$ cat src/rtl/mux_4_1_rr_sched.sv
// Round-robin sequencer driving the select of a shared 4:1 mux, with per-grant quantum.
// Optional MUX_RR_LOCK_EN adds a lock input that lets the current owner outlast its quantum.
module mux_4_1_rr_sched #(
    parameter int WIDTH   = 1,
    parameter int QUANTUM = 4
) (
    input  logic               CLOCK_50,
    input  logic               reset,
    input  logic [3:0]         req,
    input  logic [4*WIDTH-1:0] data_in,
`ifdef MUX_RR_LOCK_EN
    input  logic               lock,
`endif
    output logic [3:0]         grant,
    output logic [1:0]         sel,
    output logic [WIDTH-1:0]   data_out,
    output logic               valid
);

    typedef enum logic {IDLE, GRANT} state_t;

    localparam logic [7:0] CNT_MAX = 8'(QUANTUM - 1);

    state_t     state;
    logic [7:0] count;
    logic [1:0] last;
    logic       hold_lock;
    logic       release_now;
    logic [2:0] pick_idle;
    logic [2:0] pick_rel;

    // Returns {found, index}: first requester scanning last+1, last+2, last+3, last.
    function automatic logic [2:0] rr_pick(input logic [3:0] r, input logic [1:0] from);
        logic [2:0] res;
        logic [1:0] cand;
        res = 3'b000;
        for (int k = 1; k <= 4; k++) begin
            cand = from + 2'(k);
            if (!res[2] && r[cand]) res = {1'b1, cand};
        end
        return res;
    endfunction

`ifdef MUX_RR_LOCK_EN
    assign hold_lock = lock;
`else
    assign hold_lock = 1'b0;
`endif

    assign release_now = !req[sel] || ((count == CNT_MAX) && !hold_lock);
    assign pick_idle   = rr_pick(req, last);
    assign pick_rel    = rr_pick(req, sel);

    always_ff @(posedge CLOCK_50) begin
        if (reset) begin
            state <= IDLE;
            grant <= 4'b0000;
            sel   <= 2'd0;
            count <= 8'd0;
            last  <= 2'd3;
        end else begin
            case (state)
                IDLE: begin
                    if (pick_idle[2]) begin
                        grant <= 4'b0001 << pick_idle[1:0];
                        sel   <= pick_idle[1:0];
                        count <= 8'd0;
                        state <= GRANT;
                    end
                end
                GRANT: begin
                    if (release_now) begin
                        // The owner becomes the new pointer and re-arbitration happens in the same edge.
                        last <= sel;
                        if (pick_rel[2]) begin
                            grant <= 4'b0001 << pick_rel[1:0];
                            sel   <= pick_rel[1:0];
                            count <= 8'd0;
                        end else begin
                            grant <= 4'b0000;
                            count <= 8'd0;
                            state <= IDLE;
                        end
                    end else if (count != CNT_MAX) begin
                        count <= count + 8'd1;
                    end
                end
                default: state <= IDLE;
            endcase
        end
    end

    assign valid = |grant;

    always_comb begin
        data_out = '0;
        for (int i = 0; i < 4; i++) begin
            if (valid && (sel == 2'(i))) data_out = data_in[i*WIDTH +: WIDTH];
        end
    end

endmodule

$ cat config.mk
export PLATFORM = sky130hd
export DESIGN_NAME = mux_4_1_rr_sched
export DESIGN_NICKNAME = d
export VERILOG_FILES = /design/src/rtl/mux_4_1_rr_sched.sv
export SDC_FILE = /design/constraint.sdc
export NUM_CORES = 1
export LEC_CHECK = 0
export ABC_AREA = 0
export BUFFER_PORTS_ARGS = -buffer_cell sky130_fd_sc_hd__buf_2
export CELL_PAD_IN_SITES_DETAIL_PLACEMENT = 2
export CELL_PAD_IN_SITES_GLOBAL_PLACEMENT = 2
export CORE_MARGIN = 10
export CORE_UTILIZATION = 36
export DETAILED_ROUTE_END_ITERATION = 10
export GPL_TIMING_DRIVEN = 0
export PLACE_DENSITY = 0.84
export SLEW_MARGIN = 20
export SYNTH_ARGS = -nofsm -noshare
export SYNTH_HDL_FRONTEND = slang
export SYNTH_SLANG_ARGS = --single-unit
$ cat constraint.sdc
create_clock -name CLOCK_50 -period 4.1 [get_ports CLOCK_50]
set_input_delay 0.82 -clock CLOCK_50 [delete_from_list [all_inputs] [get_ports CLOCK_50]]
set_output_delay 0.82 -clock CLOCK_50 [all_outputs]
set_load 0.01 [all_outputs]
==> key figures <==
Status
  • Status: finished clean

Synthesis
  • Syn_area_per_cell: 8.44 um2
  • Synth cell types: 45
  • Top post-synthesis cells by count: dfxtp_1 (17), nor2_1 (17), a21oi_1 (13)
  • Asr flop ratio synth: 0
  • Warnings, synthesis: 0
  • Ys flop type: dfxtp_1
  • Synth Cell Area: 0.00123 mm2
  • Post-synthesis sequential area ratio: 0.276
  • Synthesis-stage register bit count: 17
  • Post-synth EDFFs: 0
  • Synth Instances: 146
  • Post-synth top area share: 0.276
  • Synth top area cells: dfxtp_1 (28%), mux4_2 (7.3%), a21oi_1 (5.3%)
  • Cell taking the most area after synthesis: dfxtp_1
  • Syn_nets: 161

Setup path
  • Worst EP required: 4.33 ns
  • CP max FO: 8
  • Arrival time at the worst endpoint: 3.25 ns
  • Startpoint Class: flop
  • Crit end category: flop
  • Crit path kind: reg2reg

STA
  • Max Clock Freq: 331 MHz
  • RSZ-0062 raised after global routing: false
  • Slew Viols, Final: 0
  • Fin. Hold Viols: 0
  • Final setup violation count: 0
  • Final period util: 0.737
  • Worst Max-Slew Pin Slew: 0.516 ns
  • Hold Slack: 0.497 ns
  • Final min period: 3.02 ns
  • Setup ws final: 1.08 ns
  • Setup TNS: 0 ns
  • Rel. slew slack: 0.656
  • Clock skew: 0.0110 ns

Clock network
  • H-tree depth: 1
  • Cells resized by post-CTS repair: 0
  • Post-CTS Setup Repair Bufs: 0
  • Clock Path Buffers: 2
  • Reg clk slew, reported paths: 0.11 ns
  • Clock Latency Late Sink: 0.30 ns
  • TritonCTS clock tree: built
  • CTS Buf Count: 3
  • CTS root buffer: clkbuf_4
  • Clock Sinks: 17
  • Post-CTS Hold Buffers: 0

Power
  • Pwr Density: 378 mW/mm2
  • Comb power frac: 0.444
  • Reg power frac: 0.374
  • Final Power: 524 uW
  • Switching pwr: 205 uW
  • Sw Share: 0.391
  • Clock Power Share: 0.182
  • P_int: 319 uW
  • VDD IR max: 142 uV
  • Leakage: 0.568 nW

Place
  • DP HPWL: 2.89 mm
  • RePlAce Congestion: 0.749
  • Port Buf Inserts: 14
  • Worst slack at placement: 1.11 ns

Hold path
  • Tightest Hold Check Type: reg2reg

Route
  • Drt drc: 0
  • Drt via density: 5.51
  • DRT iter0 DRCs: 34
  • Detail Route Antenna Nets: 0
  • DR WL/cell: 17.1 um
  • Drt pass-1 iters: 4
  • Wirelength, routed: 3.60 mm
  • Vias post-DR: 1,158

Global routing
  • Total GRT Usage: 0.125
  • Vias in the first global route: 1,292
  • Largest net degree at the start of global routing: 11
  • Grt ovf: 0
  • Initial antenna violation count: 0
  • First-pass GRT wire length: 6.25 mm

Die
  • Die Height: 78.5 um
  • # IOs: 18
  • Initial Util: 0.372
  • Rows: 21
  • Die ar.: 0.00616 mm2
  • Die Width: 78.5 um
  • Core ar.: 0.00331 mm2

Finish
  • Final core utilization: 0.419
  • Diodes inserted: 0
  • Share of cells above drive strength 1: 0.232
  • Final net count: 180
  • Area Overhead vs Synth: 12.5%

Run
  • Maxcap violations: 0
==> kinds of logic after synthesis <==
group / after synthesis / synth area share
muxes: 6 / 0.0904
buffers and inverters: 13 / 0.0599
adders and majority gates: 5 / 0.0508
xor gates and xnor gates: 1 / 0.00711
DFF: 17 / 0.276
AOI/OAI and AO/OA: 40 / 0.215
and+or+nand+nor: 64 / 0.301
==> per-stage QoR <==
stage	std cells	area (um2)
final	210	1390
after global routing	210	1390
after CTS	210	1390
after detailed placement	206	1360
after global placement	206	1360
after floorplan	146	1230
==> flip-flops by register name, indices dropped and copies added, names as in the netlist <==
signal and cells:
count 8, grant 4, state 1, last 2, sel 2
==> power groups by stage <==
stage / Clock (mW) / Sequential (mW) / Combinational, mW
finish: 0.0954 / 0.196 / 0.233
global route: 0.107 / 0.199 / 0.259
global placement: 0 / 0.199 / 0.223
floorplan: 0 / 0.201 / 0.164
detailed placement: 0 / 0.200 / 0.235
CTS: 0.0980 / 0.196 / 0.236
==> placed cells by master (no fill, tap or decap), drive strengths merged, types with 4 or more instances in the layout <==
| cell type | n |
|---|---|
| nand2 | 9 |
| and3 | 4 |
| mux4 | 4 |
| nand3b | 8 |
| ha | 5 |
| o21ai | 11 |
| nand2b | 6 |
| dfxtp | 17 |
| nor2 | 20 |
| buf | 20 |
| nand3 | 4 |
| clkbuf | 7 |
| a21oi | 13 |
| inv | 4 |
==> worst paths after layout <==
check	depth (start not counted)	slack, ns	startpoint	to
hold / removal	1	0.50	last[0]	last[0]
setup / recovery	8	1.08	sel[1]	grant[0]
hold reg to reg	1	0.50	last[0]	last[0]
setup reg to reg	8	1.08	sel[1]	grant[0]
==> layer usage <==
metal / track usage / vias up / wire, um
met5: 0 / - / 0
met4: 0.0430 / 0 / 48
met3: 0.0273 / 4 / 92
met2: 0.243 / 15 / 2040
met1: 0.126 / 572 / 1420
li1: - / 567 / -
==> worst max-delay path: stages (launching register included) <==
cell and delay (ns):
dfxtp_1 0.57, inv_1 0.18, ha_1 0.44, mux4_2 0.58
a21oi_1 0.21, o32a_1 0.17, nand3_2 0.15, or3_1 0.40
a311oi_1 0.24
==> cell type report <==
cell class	instances	area (um2)
timing repair buffer	14	70.1
inverter	4	15.0
fill	412	1920
buffer	9	58.8
multi-input combinational	116	818
clock buffer	4	26.3
sequential	17	340
tap	46	57.6
(Power assumes the default switching activity.)
